[src/rtl/instr_type_decode_pkg.sv]
// Shared definitions for the RV32I instruction-type decoder: opcodes, one-hot
// type bit positions and the decoded entry that travels through the buffer.
package instr_type_decode_pkg;

   typedef enum logic [6:0] {
      OP_R   = 7'b0110011,
      OP_I   = 7'b0010011,
      OP_L   = 7'b0000011,
      OP_S   = 7'b0100011,
      OP_B   = 7'b1100011,
      OP_J   = 7'b1101111,
      OP_JR  = 7'b1100111,
      OP_LUI = 7'b0110111,
      OP_AUI = 7'b0010111
   } opcode_e;

   localparam int TYPE_R    = 0;
   localparam int TYPE_I    = 1;
   localparam int TYPE_L    = 2;
   localparam int TYPE_S    = 3;
   localparam int TYPE_B    = 4;
   localparam int TYPE_J    = 5;
   localparam int TYPE_JR   = 6;
   localparam int TYPE_LUI  = 7;
   localparam int TYPE_AUI  = 8;
   localparam int NUM_TYPES = 9;

   localparam logic [15:0] ILLEGAL_CNT_MAX = 16'hFFFF;

   // Fields are stored already sliced so the consumer never re-decodes the raw word.
   typedef struct packed {
      logic [NUM_TYPES-1:0] instrType;
      logic                 illegal;
      logic [4:0]           rd;
      logic [4:0]           rs1;
      logic [4:0]           rs2;
      logic [2:0]           funct3;
      logic [6:0]           funct7;
      logic [31:0]          pc;
   } decoded_entry_t;

endpackage

[src/rtl/instr_type_decode_if.sv]
// Fetch-side and consumer-side handshake bundle for the instruction-type decoder.
// The slave modport is the decoder's view, master is the surrounding pipeline.
interface instr_type_decode_if;

   logic        in_valid;
   logic        in_ready;
   logic [31:0] in_instr;
   logic [31:0] in_pc;
   logic        flush;
   logic        out_valid;
   logic        out_ready;
   logic [8:0]  out_type;
   logic [4:0]  out_rd;
   logic [4:0]  out_rs1;
   logic [4:0]  out_rs2;
   logic [2:0]  out_funct3;
   logic [6:0]  out_funct7;
   logic [31:0] out_pc;
   logic        out_illegal;
   logic [15:0] illegal_cnt;

   modport slave (
      input  in_valid, in_instr, in_pc, flush, out_ready,
      output in_ready, out_valid, out_type, out_rd, out_rs1, out_rs2,
             out_funct3, out_funct7, out_pc, out_illegal, illegal_cnt
   );

   modport master (
      output in_valid, in_instr, in_pc, flush, out_ready,
      input  in_ready, out_valid, out_type, out_rd, out_rs1, out_rs2,
             out_funct3, out_funct7, out_pc, out_illegal, illegal_cnt
   );

endinterface

[src/rtl/decode_skid_buf.sv]
// Two-entry in-order buffer for decoded entries. Head data comes straight from
// storage registers, so nothing on the push side reaches the head combinationally.
module decode_skid_buf #(
   parameter type EntryT = logic
) (
   input  logic       clk,
   input  logic       rst,
   input  logic       i_flush,
   input  logic       i_push,
   input  EntryT      i_pushData,
   input  logic       i_pop,
   output EntryT      o_headData,
   output logic [1:0] o_count
);

   EntryT      r_mem [2];
   logic       r_wrPtr;
   logic       r_rdPtr;
   logic [1:0] r_count;
   logic       w_doPush;
   logic       w_doPop;

   assign w_doPush = i_push && (r_count != 2'd2);
   assign w_doPop  = i_pop && (r_count != 2'd0);

   // One-bit pointers wrap modulo 2 simply by toggling.
   always_ff @(posedge clk or posedge rst) begin
      if (rst) begin
         r_mem[0] <= '0;
         r_mem[1] <= '0;
         r_wrPtr  <= 1'b0;
         r_rdPtr  <= 1'b0;
         r_count  <= 2'd0;
      end else if (i_flush) begin
         r_wrPtr  <= 1'b0;
         r_rdPtr  <= 1'b0;
         r_count  <= 2'd0;
      end else begin
         if (w_doPush) begin
            r_mem[r_wrPtr] <= i_pushData;
            r_wrPtr        <= ~r_wrPtr;
         end
         if (w_doPop) begin
            r_rdPtr <= ~r_rdPtr;
         end
         case ({w_doPush, w_doPop})
            2'b10:   r_count <= r_count + 2'd1;
            2'b01:   r_count <= r_count - 2'd1;
            default: r_count <= r_count;
         endcase
      end
   end

   assign o_headData = r_mem[r_rdPtr];
   assign o_count    = r_count;

endmodule

[src/rtl/instr_type_decode.sv]
// RV32I instruction-type classifier: decodes at acceptance, buffers up to two
// decoded entries in order and counts accepted illegal opcodes (saturating).
module instr_type_decode
   import instr_type_decode_pkg::*;
(
   input  logic                  clk,
   input  logic                  rst,
   instr_type_decode_if.slave    io_dec
);

   decoded_entry_t w_entry;
   decoded_entry_t w_bufHead;
   decoded_entry_t w_head;
   logic [1:0]     w_count;
   logic           w_push;
   logic           w_pop;
   logic           w_outValid;
   logic [15:0]    r_illegalCnt;

   always_comb begin
      w_entry        = '0;
      w_entry.rd     = io_dec.in_instr[11:7];
      w_entry.funct3 = io_dec.in_instr[14:12];
      w_entry.rs1    = io_dec.in_instr[19:15];
      w_entry.rs2    = io_dec.in_instr[24:20];
      w_entry.funct7 = io_dec.in_instr[31:25];
      w_entry.pc     = io_dec.in_pc;
      case (io_dec.in_instr[6:0])
         OP_R:    w_entry.instrType[TYPE_R]   = 1'b1;
         OP_I:    w_entry.instrType[TYPE_I]   = 1'b1;
         OP_L:    w_entry.instrType[TYPE_L]   = 1'b1;
         OP_S:    w_entry.instrType[TYPE_S]   = 1'b1;
         OP_B:    w_entry.instrType[TYPE_B]   = 1'b1;
         OP_J:    w_entry.instrType[TYPE_J]   = 1'b1;
         OP_JR:   w_entry.instrType[TYPE_JR]  = 1'b1;
         OP_LUI:  w_entry.instrType[TYPE_LUI] = 1'b1;
         OP_AUI:  w_entry.instrType[TYPE_AUI] = 1'b1;
         default: w_entry.illegal             = 1'b1;
      endcase
   end

   // Readiness depends only on buffer occupancy and reset, never on the consumer.
   assign io_dec.in_ready = !rst && (w_count < 2'd2);
   assign w_push          = io_dec.in_valid && io_dec.in_ready && !io_dec.flush;
   assign w_outValid      = (w_count != 2'd0);
   assign w_pop           = w_outValid && io_dec.out_ready;

   decode_skid_buf #(
      .EntryT     (decoded_entry_t)
   ) u_buf (
      .clk        (clk),
      .rst        (rst),
      .i_flush    (io_dec.flush),
      .i_push     (w_push),
      .i_pushData (w_entry),
      .i_pop      (w_pop),
      .o_headData (w_bufHead),
      .o_count    (w_count)
   );

   always_ff @(posedge clk or posedge rst) begin
      if (rst) begin
         r_illegalCnt <= 16'd0;
      end else if (w_push && w_entry.illegal && (r_illegalCnt != ILLEGAL_CNT_MAX)) begin
         r_illegalCnt <= r_illegalCnt + 16'd1;
      end
   end

   assign w_head             = w_outValid ? w_bufHead : '0;
   assign io_dec.out_valid   = w_outValid;
   assign io_dec.out_type    = w_head.instrType;
   assign io_dec.out_illegal = w_head.illegal;
   assign io_dec.out_rd      = w_head.rd;
   assign io_dec.out_rs1     = w_head.rs1;
   assign io_dec.out_rs2     = w_head.rs2;
   assign io_dec.out_funct3  = w_head.funct3;
   assign io_dec.out_funct7  = w_head.funct7;
   assign io_dec.out_pc      = w_head.pc;
   assign io_dec.illegal_cnt = r_illegalCnt;

endmodule

[src/flat_wrapper.sv]
// flat-port wrapper written by rule: the top's interface ports become plain ports
module instr_type_decode_flat import instr_type_decode_pkg::*;
  (clk, rst, io_dec_in_valid, io_dec_in_instr, io_dec_in_pc, io_dec_flush, io_dec_out_ready, io_dec_in_ready, io_dec_out_valid, io_dec_out_type, io_dec_out_rd, io_dec_out_rs1, io_dec_out_rs2, io_dec_out_funct3, io_dec_out_funct7, io_dec_out_pc, io_dec_out_illegal, io_dec_illegal_cnt);
  instr_type_decode_if io_dec_i ();
  input  logic clk;
  input  logic rst;
  input wire logic [$bits(io_dec_i.in_valid)-1:0] io_dec_in_valid;
  input wire logic [$bits(io_dec_i.in_instr)-1:0] io_dec_in_instr;
  input wire logic [$bits(io_dec_i.in_pc)-1:0] io_dec_in_pc;
  input wire logic [$bits(io_dec_i.flush)-1:0] io_dec_flush;
  input wire logic [$bits(io_dec_i.out_ready)-1:0] io_dec_out_ready;
  output wire logic [$bits(io_dec_i.in_ready)-1:0] io_dec_in_ready;
  output wire logic [$bits(io_dec_i.out_valid)-1:0] io_dec_out_valid;
  output wire logic [$bits(io_dec_i.out_type)-1:0] io_dec_out_type;
  output wire logic [$bits(io_dec_i.out_rd)-1:0] io_dec_out_rd;
  output wire logic [$bits(io_dec_i.out_rs1)-1:0] io_dec_out_rs1;
  output wire logic [$bits(io_dec_i.out_rs2)-1:0] io_dec_out_rs2;
  output wire logic [$bits(io_dec_i.out_funct3)-1:0] io_dec_out_funct3;
  output wire logic [$bits(io_dec_i.out_funct7)-1:0] io_dec_out_funct7;
  output wire logic [$bits(io_dec_i.out_pc)-1:0] io_dec_out_pc;
  output wire logic [$bits(io_dec_i.out_illegal)-1:0] io_dec_out_illegal;
  output wire logic [$bits(io_dec_i.illegal_cnt)-1:0] io_dec_illegal_cnt;
  assign io_dec_i.in_valid = io_dec_in_valid;
  assign io_dec_i.in_instr = io_dec_in_instr;
  assign io_dec_i.in_pc = io_dec_in_pc;
  assign io_dec_i.flush = io_dec_flush;
  assign io_dec_i.out_ready = io_dec_out_ready;
  assign io_dec_in_ready = io_dec_i.in_ready;
  assign io_dec_out_valid = io_dec_i.out_valid;
  assign io_dec_out_type = io_dec_i.out_type;
  assign io_dec_out_rd = io_dec_i.out_rd;
  assign io_dec_out_rs1 = io_dec_i.out_rs1;
  assign io_dec_out_rs2 = io_dec_i.out_rs2;
  assign io_dec_out_funct3 = io_dec_i.out_funct3;
  assign io_dec_out_funct7 = io_dec_i.out_funct7;
  assign io_dec_out_pc = io_dec_i.out_pc;
  assign io_dec_out_illegal = io_dec_i.out_illegal;
  assign io_dec_illegal_cnt = io_dec_i.illegal_cnt;
  instr_type_decode u_core (.clk(clk), .rst(rst), .io_dec(io_dec_i));
endmodule
[config.mk]
export PLATFORM = sky130hd
export DESIGN_NAME = instr_type_decode_flat
export DESIGN_NICKNAME = d
export VERILOG_FILES = /design/src/rtl/instr_type_decode_pkg.sv /design/src/rtl/instr_type_decode_if.sv /design/src/rtl/decode_skid_buf.sv /design/src/rtl/instr_type_decode.sv /design/src/flat_wrapper.sv
export SDC_FILE = /design/constraint.sdc
export NUM_CORES = 1
export LEC_CHECK = 0
export BUFFER_PORTS_ARGS = -buffer_cell sky130_fd_sc_hd__buf_2
export CORE_UTILIZATION = 45
export DETAILED_ROUTE_END_ITERATION = 6
export PLACE_DENSITY = 0.71
export SLEW_MARGIN = 20
export SYNTH_ARGS = -nofsm -noshare
export SYNTH_HDL_FRONTEND = slang
export SYNTH_SLANG_ARGS = --single-unit
[constraint.sdc]
create_clock -name clk -period 7.8 [get_ports clk]
set_clock_uncertainty 0.15 [all_clocks]
set_input_delay 0.39 -clock clk [delete_from_list [all_inputs] [get_ports clk]]
set_output_delay 0.39 -clock clk [all_outputs]
set_load 0.05 [all_outputs]
* Word level (Yosys, flattened, before mapping)
Index checks and enable logic that the tools add are counted.
Word-level totals: register bits after elaboration 154, bits of input ports 69, output and inout bits 85, logic and storage cells 85
Operators by class: $add $sub $neg 3, order comparisons 4, equal/unequal tests 13, multiplexer cells 23, bitwise operators 5, reductions and logical operators 17
Operators with widths (count):
- $mux W67 | 5
- $bwmux W134 | 1
- $demux W67 S1 | 1
- $eq A7 B6 Y1 const B | 3
- $eq A7 B7 Y1 const B | 3
- $add A16 B1 Y16 const B | 1
- $ne A16 B16 Y1 const B | 1
- $eq A7 B5 Y1 const B | 2
- $mux W1 | 14
- $logic_and A1 B1 Y1 | 9
- $reduce_or A9 Y1 | 1
- $eq A7 B2 Y1 const B | 1
- $reduce_bool A2 Y1 | 3
- $ge A2 B2 Y1 const B | 2
- $not A1 Y2 | 2
- $pmux W2 S2 | 1
- $not A1 Y1 | 3
- $reduce_bool A3 Y1 | 1
- $add A2 B1 Y2 const B | 1
- $eq A2 B1 Y1 const B | 1
- $eq A2 B2 Y1 const B | 1
- $logic_not A1 Y1 | 2
- $lt A2 B1 Y1 const B | 1
- $lt A2 B2 Y1 const B | 1
- other kinds (4) | 4

* Depth between registers and ports, before layout
depth after elaboration 8, gate-level depth with buffers 8, gate-level depth less buffers 5

* By module
Synthesis repeated with hierarchy kept, for this count alone.
Second synthesis, totals: cells, all modules 555, area total of the unflattened synthesis 7468.4 um2
Modules (own cells, without submodules):
- decode_skid_buf | times used 1, cells each 382, area an instance 5988.2 um2, seq. area each 3453.3 um2
- instr_type_decode | times used 1, cells each 173, area an instance 1480.2 um2, seq. area each 400.4 um2

* Worst setup path after synthesis
OpenSTA, ideal clock, no wires.
path type reg-to-output, start point register u_core.u_buf.r_rdPtr, end point output io_dec_out_illegal, data arrival time 1.983 ns, required time 7.260 ns, setup slack 5.277 ns, stages on the path, launching flop included 6, path buffers 3, path through dfrtp_1 clkbuf_1 buf_2 buf_1 mux2i_1 nor2_1
On the way: cells in the longest elaborated chain, start to end 5
RTL lines:
- start, declared | line decode_skid_buf.sv:18 | logic r_rdPtr;
- start signal, assigned | line decode_skid_buf.sv:44 | r_rdPtr <= ~r_rdPtr;
- $not A1 Y2 (not written as such) | line decode_skid_buf.sv:54 | assign o_headData = r_mem[r_rdPtr];
- $mux W67 (not written as such) (3 in a row) | line decode_skid_buf.sv:54
- $mux W67 | line instr_type_decode.sv:69 | assign w_head = w_outValid ? w_bufHead : '0;
- end, declared | line flat_wrapper.sv:21 | output wire logic [$bits(io_dec_i.out_illegal)-1:0] io_dec_out_illegal;
No other way between the ends. The select of a mux whose other input is x is not followed.

* Final worst setup path
start point register u_core.u_buf.r_rdPtr, end point output io_dec_out_pc[3]
On the way: cells in the longest elaborated chain, start to end 5
RTL lines:
- $not A1 Y2 (not written as such) | line decode_skid_buf.sv:54
- $mux W67 (not written as such) (3 in a row) | line decode_skid_buf.sv:54
- $mux W67 | line instr_type_decode.sv:69
- end, declared | line flat_wrapper.sv:20 | output wire logic [$bits(io_dec_i.out_pc)-1:0] io_dec_out_pc;
No other way between the ends. The select of a mux whose other input is x is not followed.

==> metrics.md <==
| Metric | Value |
|---|---|
| Status | finished, violations left |
| Failing checks | negative hold slack |
| DR vias/cell | 5.05 |
| XOR/XNOR share of the synthesized area | 0.0184 |
| Comb pwr share | 0.170 |
| Synth Area in Compound Gates | 0.0173 |
| GP Congestion | 0.797 |
| First-pass iteration count of the detailed router | 7 |
| Total wire length | 15700 µm |
| P_leak | 4.26 nW |
| Vias in the first global route | 5270 |
| Max frequency | 328 MHz |
| First-pass GRT wire length | 26200 µm |
| Slew HR | 0.295 |
| Initial Util | 0.465 |
| Worst vdd ir | 0.171 mV |
| ANT cells | 0 |
| Share of cells above drive strength 1 | 0.321 |
| Most used DFF post-synth | dfrtp_1 |
| # nets final | 898 |
| GRT Util Overall | 0.206 |
| Num ports | 154 |
| Reg2reg start | u_core.u_buf.o_count[1] |
| Fin crit share | 0.390 |
| # resized after CTS | 0 |
| Routed vias | 5309 |
| Total gr overflow | 0 |
| Total CTS buffers | 17 |
| Setup CP Type | reg -> out |
| Reg2reg setup slack | ~4800 ps |
| Post-DRT Antenna Nets | 0 |
| Core Box Area | 15400 µm² |
| Crit Path Max Fanout | 58 |
| Die area | 16400 µm² |
| Max Slew Vio Count | 0 |
| Initial DRC count | 263 |
| Synth Cell Area | about 7100 µm² |
| Max-Cap Viols | 0 |
| Power per Cell Area | between 200 and 300 nW/µm² |
| Post-DP HPWL | about 9700 µm |
| Fraction of registers with async set/reset | 1.00 |
| Post-synthesis mux area share | 0.195 |
| Port-buffer cells | ~150 |
| Syn Inst Count | 692 |
| Clock Pin Slew Worst Setup and Hold Paths | 60 ps |
| Final setup viols | 0 |
| Fin Setup TNS | 0 ps |
| Sequential share of the synthesized area | 0.539 |
| P&R area growth vs syn | 20.9% |
| Clock root buffer | clkbuf_16 |
| Net Sw Frac | 0.284 |
| Fillers | 1360 |
| Post-CTS setup buffer count | 0 |
| Unrepaired setup endpoints after global routing | no |
| Multi-input logic area | 3090 µm² |
| Hold_buf cts | 0 |
| CTS Buffer Depth | 2 |
| Antenna violations before repair | 0 |
| Yosys cell types | 40 |
| Syn Nets | about 760 |
| Hold Fails Final Rpt | 3 |
| Hold Worst Slack | -1.63 ps |
| Syn avg cell area | 10.3 µm² |
| Sw power | 0.648 mW |
| Register area | 3860 µm² |
| Clock period minus worst slack | just over 3000 ps |
| WP data required | 7260 ps |
| Total power | 2.29 mW |
| Internal power | between 1.5 and 2 mW |
| Largest net degree at the start of global routing | 84 |
| Reg power frac | 0.462 |
| Main combinational cell family by area after synthesis | simple AND/OR/NAND/NOR gates |
| Most common cell after layout, fill and taps aside | nand2_1 |
| Clock share of power | 0.368 |
| Post-synth EDFFs | 0 |
| Synth Warn # | 0 |
| Final core area utilization | 0.562 |
| DR WL/cell | 14.9 µm |
| Clock Latency Late Sink | 420 ps |
| Post-Synth Simple-Gate Area | 0.197 |
| Arr. time, crit path | 2510 ps |
| Seq cells post-synth | approximately 150 |
| Reg2reg end | u_core.u_buf.r_mem[42] |
| Commonest non-fill, non-tap cells in the layout | 207 x nand2_1, 153 x buf_2, 153 x dfrtp_1, 73 x nor2_1, 68 x mux2i_1 |
| Die Ht | 128 µm |
| CTS tree | done |
| Post-Synth Adder-Cell Area | 0.00175 |
| Worst Setup End Kind | output pin |
| Hold/Removal Path Class | in -> async |
| Die W | 128 µm |
| Worst R2R Path Depth | 3 |
| Worst-margin pin slew | 1040 ps |
| H-tree levels | 4 |
| Std cell rows | 45 |
| Startpoint Class | flip-flop |
| Clock sinks | around 150 |
| Residual DRC | 0 |
==> layer usage <==
| metal | vias up | wire [µm] | track usage |
|---|---|---|---|
| met5 | - | 0 | 0 |
| met4 | 0 | 127 | 0.0505 |
| met3 | 17 | 1130 | 0.0735 |
| met2 | 159 | 7320 | 0.334 |
| met1 | 2572 | 7120 | 0.262 |
| li1 | 2561 | - | - |
==> power groups by stage <==
stage | combinational [mW] | sequential (mW) | clock, mW
2_1_floorplan | 0.264 | 1.09 | 0
3_3_place_gp | 0.382 | 1.06 | 0
3_5_place_dp | 0.393 | 1.07 | 0
4_1_cts | 0.395 | 1.06 | 0.858
5_1_grt | 0.434 | 1.08 | 0.897
6_report | 0.388 | 1.06 | 0.840
==> per-stage QoR <==
stage / cell area [µm²] / cells / setup WS (ps) / hold WS (ps)
floorplan: 7150 / 692 / 3110 / 293
global placement: 8030 / 1020 / 4880 / 304
detailed placement: 8030 / 1020 / 4800 / 311
CTS: 8640 / 1052 / 4680 / 7.08
global route: 8640 / 1052 / 4570 / 8.45
finish: 8640 / 1052 / 4750 / -1.63
==> synthesized netlist by cell type, types with 2 or more instances <==
cell type	count	share of area
nand2_1	208	0.11
dfrtp_1	154	0.54
nor2_1	75	0.039
mux2i_1	68	0.095
mux2_2	63	0.099
clkbuf_1	28	0.015
xor2_1	14	0.017
o21ai_0	9	0.0063
buf_1	8	0.0042
nand3_1	8	0.0056
nor3_1	7	0.0049
nand2b_1	4	0.0035
o31ai_1	4	0.0042
o41ai_1	4	0.0049
nand4_1	3	0.0026
nor4_1	3	0.0026
nor4_2	3	0.0053
nor4b_1	3	0.0037
buf_2	2	0.0014
inv_1	2	0.0011
or2_2	2	0.0018
or4_1	2	0.0021
==> critical path, stage by stage (launching register included) <==
cell and delay (ps):
dfrtp_4 550, buf_4 850, mux2i_1 230, nor2_1 150, buf_2 280
==> logic make-up (layout without fill, tap and decap cells) <==
family / Yosys count / after routing
simple gates: 328 / 328
flops: 154 / 154
mux: 131 / 131
buf+inv: 44 / 193
compound gates: 19 / 19
xor+xnor: 15 / 15
fa+ha+maj: 1 / 1
==> registers in the layout (all words and copies together), names as in the netlist <==
| register | flops |
|---|---|
| u_core.u_buf.r_mem | 134 |
| u_core.io_dec.illegal_cnt | 16 |
| u_core.u_buf.o_count | 2 |
| u_core.u_buf.r_rdPtr | 1 |
| u_core.u_buf.r_wrPtr | 1 |
==> worst max-delay path by stage <==
| stage | from | end | depth (start not counted) |
|---|---|---|---|
| after floorplan | rst | u_core.io_dec.illegal_cnt[0] | 1 |
| after global placement | io_dec_flush | u_core.u_buf.r_mem[27] | 4 |
| after detailed placement | io_dec_flush | u_core.u_buf.r_mem[38] | 4 |
| after CTS | u_core.u_buf.o_count[1] | io_dec_out_valid | 4 |
| after global routing | u_core.u_buf.o_count[1] | u_core.u_buf.r_mem[64] | 3 |
| final | u_core.u_buf.r_rdPtr | io_dec_out_pc[3] | 4 |
==> cell type report <==
type,count,area share
tap,211,0.0305
timing repair buffer,159,0.0938
clock buffer,19,0.0512
clock inverter,13,0.0194
multi-input combinational,494,0.357
sequential,154,0.446
inverter,2,0.00145
Note: power is estimated with default switching activity, not from simulation.
